[src/rtl/icache_fetch_responder.sv]
// Direct-mapped instruction cache (one 32-bit word per line) answering the fetcher handshake;
// misses are refilled from the byte-wide RAM port through the memory arbiter.
module icache_fetch_responder #(
  parameter int INDEX_BITS = 6
) (
  input  logic        clk_in,
  input  logic        rst_in,
  input  logic        rdy_in,
  input  logic        _clear,
  input  logic        _InstFetcher_need_inst,
  input  logic [31:0] _pc,
  output logic        _mem_busy,
  output logic        _inst_ready_in,
  output logic [31:0] _inst_in,
  output logic        _icache_mem_req,
  input  logic        _icache_mem_gnt,
  output logic [31:0] _mem_a,
  input  logic [7:0]  _mem_din
);

  localparam int LINES = 1 << INDEX_BITS;
  localparam int TAG_W = 30 - INDEX_BITS;

  typedef enum logic [1:0] {S_IDLE, S_LOOKUP, S_REQ, S_READ} state_t;

  state_t            state_q, state_d;
  logic [31:0]       addr_q, addr_d;
  logic [2:0]        cnt_q, cnt_d;
  logic [23:0]       bytes_q, bytes_d;
  logic              ready_q, ready_d;
  logic [31:0]       inst_q, inst_d;
  logic [LINES-1:0]  valid_q, valid_d;

  logic [TAG_W+31:0] line_mem [LINES];
  logic [TAG_W+31:0] line_rd_q;

  logic [31:0]           pc_aligned;
  logic [INDEX_BITS-1:0] pc_idx;
  logic [INDEX_BITS-1:0] req_idx;
  logic [TAG_W-1:0]      req_tag;
  logic                  accept;
  logic                  hit;
  logic                  fill_done;
  logic [31:0]           fill_word;

  assign pc_aligned = _pc & 32'hFFFF_FFFC;
  assign pc_idx     = pc_aligned[INDEX_BITS+1:2];
  assign req_idx    = addr_q[INDEX_BITS+1:2];
  assign req_tag    = addr_q[31:INDEX_BITS+2];
  assign accept     = rdy_in && !_clear && (state_q == S_IDLE) && _InstFetcher_need_inst;
  assign hit        = valid_q[req_idx] && (line_rd_q[TAG_W+31:32] == req_tag);
  assign fill_done  = rdy_in && !_clear && (state_q == S_READ) && (cnt_q == 3'd4);
  // The last byte is still on the RAM bus in the final READ cycle.
  assign fill_word  = {_mem_din, bytes_q};

  always_comb begin
    state_d = state_q;
    addr_d  = addr_q;
    cnt_d   = cnt_q;
    bytes_d = bytes_q;
    ready_d = ready_q;
    inst_d  = inst_q;
    valid_d = valid_q;
    if (_clear) begin
      state_d = S_IDLE;
      addr_d  = 32'd0;
      cnt_d   = 3'd0;
      bytes_d = 24'd0;
      ready_d = 1'b0;
    end else if (rdy_in) begin
      ready_d = 1'b0;
      case (state_q)
        S_IDLE: begin
          if (_InstFetcher_need_inst) begin
            addr_d  = pc_aligned;
            state_d = S_LOOKUP;
          end
        end
        S_LOOKUP: begin
          if (hit) begin
            ready_d = 1'b1;
            inst_d  = line_rd_q[31:0];
            state_d = S_IDLE;
          end else begin
            state_d = S_REQ;
          end
        end
        S_REQ: begin
          if (_icache_mem_gnt) begin
            cnt_d   = 3'd0;
            state_d = S_READ;
          end
        end
        S_READ: begin
          if (cnt_q == 3'd4) begin
            valid_d[req_idx] = 1'b1;
            ready_d = 1'b1;
            inst_d  = fill_word;
            cnt_d   = 3'd0;
            state_d = S_IDLE;
          end else begin
            cnt_d = cnt_q + 3'd1;
            case (cnt_q)
              3'd1:    bytes_d[7:0]   = _mem_din;
              3'd2:    bytes_d[15:8]  = _mem_din;
              3'd3:    bytes_d[23:16] = _mem_din;
              default: ;
            endcase
          end
        end
        default: state_d = S_IDLE;
      endcase
    end
  end

  always_ff @(posedge clk_in or posedge rst_in) begin
    if (rst_in) begin
      state_q <= S_IDLE;
      addr_q  <= 32'd0;
      cnt_q   <= 3'd0;
      bytes_q <= 24'd0;
      ready_q <= 1'b0;
      inst_q  <= 32'd0;
      valid_q <= '0;
    end else begin
      state_q <= state_d;
      addr_q  <= addr_d;
      cnt_q   <= cnt_d;
      bytes_q <= bytes_d;
      ready_q <= ready_d;
      inst_q  <= inst_d;
      valid_q <= valid_d;
    end
  end

  // Tag/data array is read on the accepting edge so LOOKUP sees a registered line.
  always_ff @(posedge clk_in) begin
    if (fill_done) begin
      line_mem[req_idx] <= {req_tag, fill_word};
    end
    if (accept) begin
      line_rd_q <= line_mem[pc_idx];
    end
  end

  assign _mem_busy       = (state_q != S_IDLE);
  assign _inst_ready_in  = ready_q & rdy_in;
  assign _inst_in        = inst_q;
  assign _icache_mem_req = (state_q == S_REQ) || (state_q == S_READ);
  assign _mem_a          = ((state_q == S_READ) && (cnt_q != 3'd4)) ? (addr_q + {29'd0, cnt_q}) : 32'd0;

endmodule

[config.mk]
export PLATFORM = sky130hd
export DESIGN_NAME = icache_fetch_responder
export DESIGN_NICKNAME = d
export VERILOG_FILES = /design/src/rtl/icache_fetch_responder.sv
export SDC_FILE = /design/constraint.sdc
export NUM_CORES = 2
export LEC_CHECK = 0
export BUFFER_PORTS_ARGS = -buffer_cell sky130_fd_sc_hd__buf_2
export CORE_MARGIN = 2
export CORE_UTILIZATION = 45
export DETAILED_ROUTE_END_ITERATION = 6
export PLACE_DENSITY_LB_ADDON = 0.12
export SLEW_MARGIN = 20
export SYNTH_ARGS = -nofsm -noshare
export SYNTH_HDL_FRONTEND = slang
export SYNTH_SLANG_ARGS = --single-unit
[constraint.sdc]
create_clock -name clk_in -period 5 [get_ports clk_in]
set_input_delay 0.25 -clock clk_in [delete_from_list [all_inputs] [get_ports clk_in]]
set_output_delay 0.25 -clock clk_in [all_outputs]
set_load 0.02 [all_outputs]
After elaboration in Yosys (flattened, before gate mapping)
Memory sizes are Yosys's and may differ from the RTL's. A register that Yosys moved wholly into a read port is not among the register bits.
Cells that the tools add are included.
Widths: inputs -> output; s select.

storage, ports and cells
  flip-flop bits (word level) = 158
  bits in writable memories = 3584
  logic and storage cells = 99
  memories kept = 1

operators by class
  add/subtract/negate cells = 2
  $lt $le $gt $ge = 2
  eq/ne operators = 15
  multiplexer cells = 38
  bitwise operators = 3
  reductions and logical operators = 29

memory list
  name      depth  bits a word  read ports  clocked after memory_dff  wr ports  line  RTL
  line_mem  64     56           1           1                         1         34    logic [TAG_W+31:0] line_mem [LINES];

operators with widths
  kind                count
  $mux 32             7
  $mux 24             4
  $or 64x64->64       1
  $pmux 32 s2         1
  $add 32x3->32       1
  $eq 24x24->1        1
  $mux 8              3
  $reduce_and 4->1    5
  $reduce_bool 2->1   9
  $mux 2              6
  $mux 3              4
  $ne 3x3->1 const B  3
  $logic_and 1x1->1   8
  $mux 1              8
  $pmux 2 s4          1
  $lt 6x7->1 const B  1
  $bmux 1 s6          1
  $demux 1 s6         1
  $eq 3x2->1 const B  2
  $ge 6x1->1 const B  1
  $pmux 3 s2          1
  $reduce_and 3->1    2
  $reduce_and 5->1    1
  $eq 2x2->1 const B  2
  14 further kinds    15

Logic depth before layout (Yosys ltp)
  depth in word-level cells = 7
  mapped depth = 11

Worst setup path after synthesis
OpenSTA, ideal clock, no wires.

  path kind = register -> register
  start point = reg cnt_q[0]
  end point = mem line_mem[11][0] (netlist name), enable pin
  setup time = 0.471 ns
  data arrival time = 4.165 ns
  required time = 4.529 ns
  setup slack = 0.364 ns
  stages on the path, launching flop included = 8
  path through = dfrtp_1 > inv_1 > ha_1 > and2_1 > o21ai_1 > nor3_1 > nand3_1 > nor2_1

on the way
  longest elaborated chain between the ends = 4

RTL lines
  what                          line  RTL
  start: declaration            28    logic [2:0] cnt_q, cnt_d;
  start signal: assignment      128   cnt_q <= cnt_d;
  $eq 3x3->1                    52    assign fill_done = rdy_in && !_clear && (state_q == S_READ) && (cnt_q == 3'd4);
  $logic_and 1x1->1             52
  $mux 1                        138   if (fill_done) begin
  $mux 1 (not written as such)  139   line_mem[req_idx] <= {req_tag, fill_word};
  end: declaration              34

Every way passes these cells.

Final worst setup path
  start point = reg addr_q[3]
  end point = out _mem_a[28]

on the way
  longest elaborated chain between the ends = 2

RTL lines
  what                      line  RTL
  start: declaration        27    logic [31:0] addr_q, addr_d;
  start signal: assignment  127   addr_q <= addr_d;
  $add 32x3->32             150   assign _mem_a = ((state_q == S_READ) && (cnt_q != 3'd4)) ? (addr_q + {29'd0, cnt_q}) : 32'd0;
  $mux 32                   150
  end: declaration          17    output logic [31:0] _mem_a,

Every way passes these cells.

==> results.json <==
{
  "cp_cell_sequence": "buf_4, ha_1, nand3_1, or2_2, nor3_1, and3_1, nand3_1, xor2_1, nor2_1, buf_2",
  "min_period_ns": 4.705,
  "cts_tree": "built",
  "cts_buffers": 396,
  "seq_area_frac_synth": 0.7811,
  "io_pins": 113,
  "synth_area_leaders": "edfxtp_1, mux4_2, dfrtp_1, clkbuf_1, nand2_1",
  "start_kind": "register",
  "hpwlAfterDp_um": 220900,
  "syn-cell-area_sq_mm": 0.1449,
  "fin_worst_skew_ns": 0.04217,
  "critical_path_buf_inv_count": 2,
  "final_cell_mix": "edfxtp_1, mux4_2, clkbuf_16",
  "worstPathRequired_ns": 4.75,
  "port_buffers": 110,
  "root_buffer": "clkbuf_16",
  "outcome": "completed",
  "synthArstFlopShare": 0.04110,
  "yosysTopAreaCell": "edfxtp_1",
  "final-setup-viol-count": 0,
  "nets": 6568,
  "arrival_ns": 4.45,
  "drt-initial-drc-count": 8728,
  "cpMostUsedCell": "nand3_1",
  "crit_type": "register to primary output",
  "tightestPinTransition_ns": 1.172,
  "cts_post_setup_buffers_inserted": 0,
  "drt-total-wl_um": 395300,
  "crit_slowest_cell": "dfrtp_1",
  "hold_path_class": "input pin to register",
  "seqCellArea_sq_mm": 0.1133,
  "insertion_delay_ns": 0.96,
  "synth_cells": 5944,
  "yosys.area.top_type_share": 0.7542,
  "grt_usage": 0.2434,
  "ctsResizeCount": 0,
  "hold_buffers": 43,
  "maxSlewViolCount": 0,
  "post-route-period-util": 0.9410,
  "fin_util": 0.5215,
  "fin_tns_setup_ns": 0,
  "ys.warnings.count": 0,
  "avgSynthCellArea_sq_um": 24.38,
  "synth_edf_count": 3640,
  "start_util": 0.4516,
  "drcViolationCount": 0,
  "final_common_cell": "edfxtp_1",
  "grt_max_degree": 91,
  "yosys_most_used_dff": "edfxtp_1",
  "place_congestion": 0.7989,
  "clkTransAtPathRegs_ns": 0.06,
  "synthToLayoutAreaGrowth_pct": 15.47,
  "worst-path-max-fanout": 21,
  "rsz0062_at_grt": "false",
  "cpLargestDelayFamily": "simple AND/OR/NAND/NOR gates",
  "clkSinkCount": 3796,
  "cpPeakStageDelay_ns": 0.78,
  "drtAntennaViolNets": 0,
  "drive_above_1_share": 0.3424,
  "routedWlPerCell_um": 35.43,
  "core_sq_mm": 0.3209,
  "die_w_um": 571.5,
  "crit_path_end_kind": "primary output",
  "grt-ovfl-total": 0,
  "cap_viol_max_count": 0,
  "fill_cells": 24520,
  "finalHoldViolations": 0,
  "first_pass_iters": 5,
  "row_count": 208,
  "dr_total_vias": 68000,
  "power_density_mw_per_mm2": 402.6,
  "peakVddDrop_uv": 288.7,
  "yosysUniqueCellTypes": 62,
  "viasPerCell": 6.094,
  "grt_pass1_wl_um": 552100,
  "regToRegSetupSlack_ns": 1.07,
  "die-area_sq_mm": 0.3266,
  "max_freq_ghz": 0.2125,
  "fp.dieH_um": 571.5,
  "grt_pass1_vias": 70150,
  "antenna_found_initial": 17,
  "slew_headroom": 0.2167,
  "leakage_nw": 52.23,
  "clk_path_buf_depth": 4,
  "cts.htree.levels": 5,
  "syn-num-nets": 5997,
  "ys_seq_elements": 3796,
  "multi_input_area_sq_mm": 0.03087
}
==> sequential cells by signal (all words and copies together), names as in the netlist <==
name / flops
ready_q: 1
_inst_in: 32
bytes_q: 24
line_rd_q: 56
state_q: 2
cnt_q: 3
line_mem: 3584
valid_q: 64
addr_q: 30
==> Yosys cell counts, types with 3 or more instances <==
cell and n:
xnor2_1 22, edfxtp_1 3640, mux2_1 3, ha_1 7
buf_1 64, a21oi_1 39, buf_2 50, and2_1 40
mux4_2 1178, nand2_1 113, nand2b_1 13, nand3b_1 7
nor3_1 5, dfrtp_1 156, clkbuf_1 200, or3b_2 3
nand4_1 13, mux2i_1 14, o21ai_0 33, o32ai_1 3
nor2b_1 3, or3_1 4, nand3_1 23, and3_1 5
inv_1 12, buf_6 5, or2_2 41, nor2_1 113
and4_1 3, mux2_2 4, a31oi_1 3, o21bai_1 24
a221o_1 34, xor2_1 29, o221ai_1 3
==> cell families after synthesis <==
kind of cell | synth area share
flip-flops | 0.7811
multiplexers | 0.1846
AND/OR/NAND/NOR | 0.01336
buffers and inverters | 0.009557
AO/OA/AOI/OAI | 0.007684
XOR/XNOR | 0.003082
adder cells (fa/ha/maj) | 0.0006043
==> metrics by stage <==
step	instance area, sq um	power [W]	setup WS [ns]	std cells	hold slack [ns]
6_report	167300	0.06737	0.2952	11160	0.08388
5_1_grt	167300	0.06921	0.05442	11160	0.05845
4_1_cts	167300	0.06791	0.2056	11150	0.004930
3_5_place_dp	154000	0.03869	1.099	10380	0.4314
3_3_place_gp	154000	0.03863	1.046	10380	0.4220
2_1_floorplan	144900	0.03756	0.3640	5944	0.3489
==> power by group <==
group,leakage (nW),switching (W),internal [W]
Sequential,34.4,0.000169,0.0350
Clock,6.29,0.0122,0.0172
Combinational,11.5,0.00161,0.00122
==> path summary, 6_finish.rpt <==
check | startpoint | end | cells after the start
min reg2reg | valid_q[23]$_DFFE_PP0P_ | valid_q[23]$_DFFE_PP0P_ | 1
min in group asynchronous | rst_in | _inst_in[17]$_DFFE_PP0P_ | 4
max | addr_q[3]$_DFFE_PP0P_ | _mem_a[28] | 10
max in group asynchronous | rst_in | addr_q[9]$_DFFE_PP0P_ | 5
max reg2reg | addr_q[3]$_DFFE_PP0P_ | _inst_in[0]$_DFFE_PP0P_ | 8
min | _pc[17] | addr_q[17]$_DFFE_PP0P_ | 4
==> layer usage <==
metal	global-route usage	vias to the layer above	wire [um]
met3	0.03645	596	28570
met2	0.3962	2649	193200
met5	0	-	27
met1	0.3466	37970	162700
met4	0.06424	4	10750
li1	-	26780	-
==> tightest hold or removal path, delay by kind of cell <==
| family | cells | cell delay (ns) |
|---|---|---|
| buffers and inverters | 2 | 0.65 |
| AND/OR/NAND/NOR | 1 | 0.04 |
| AO/OA/AOI/OAI | 1 | 0.05 |
==> final cells by class <==
| type | instances | share of cell area |
|---|---|---|
| clock inverter | 186 | 0.01179 |
| antenna | 4 | 0.00005981 |
| multi-input combinational | 1812 | 0.1845 |
| tap | 4305 | 0.03219 |
| clock buffer | 546 | 0.06525 |
| inverter | 14 | 0.0003589 |
| sequential | 3796 | 0.6768 |
| timing repair buffer | 495 | 0.02902 |
Note: power is estimated with default switching activity, not from simulation.
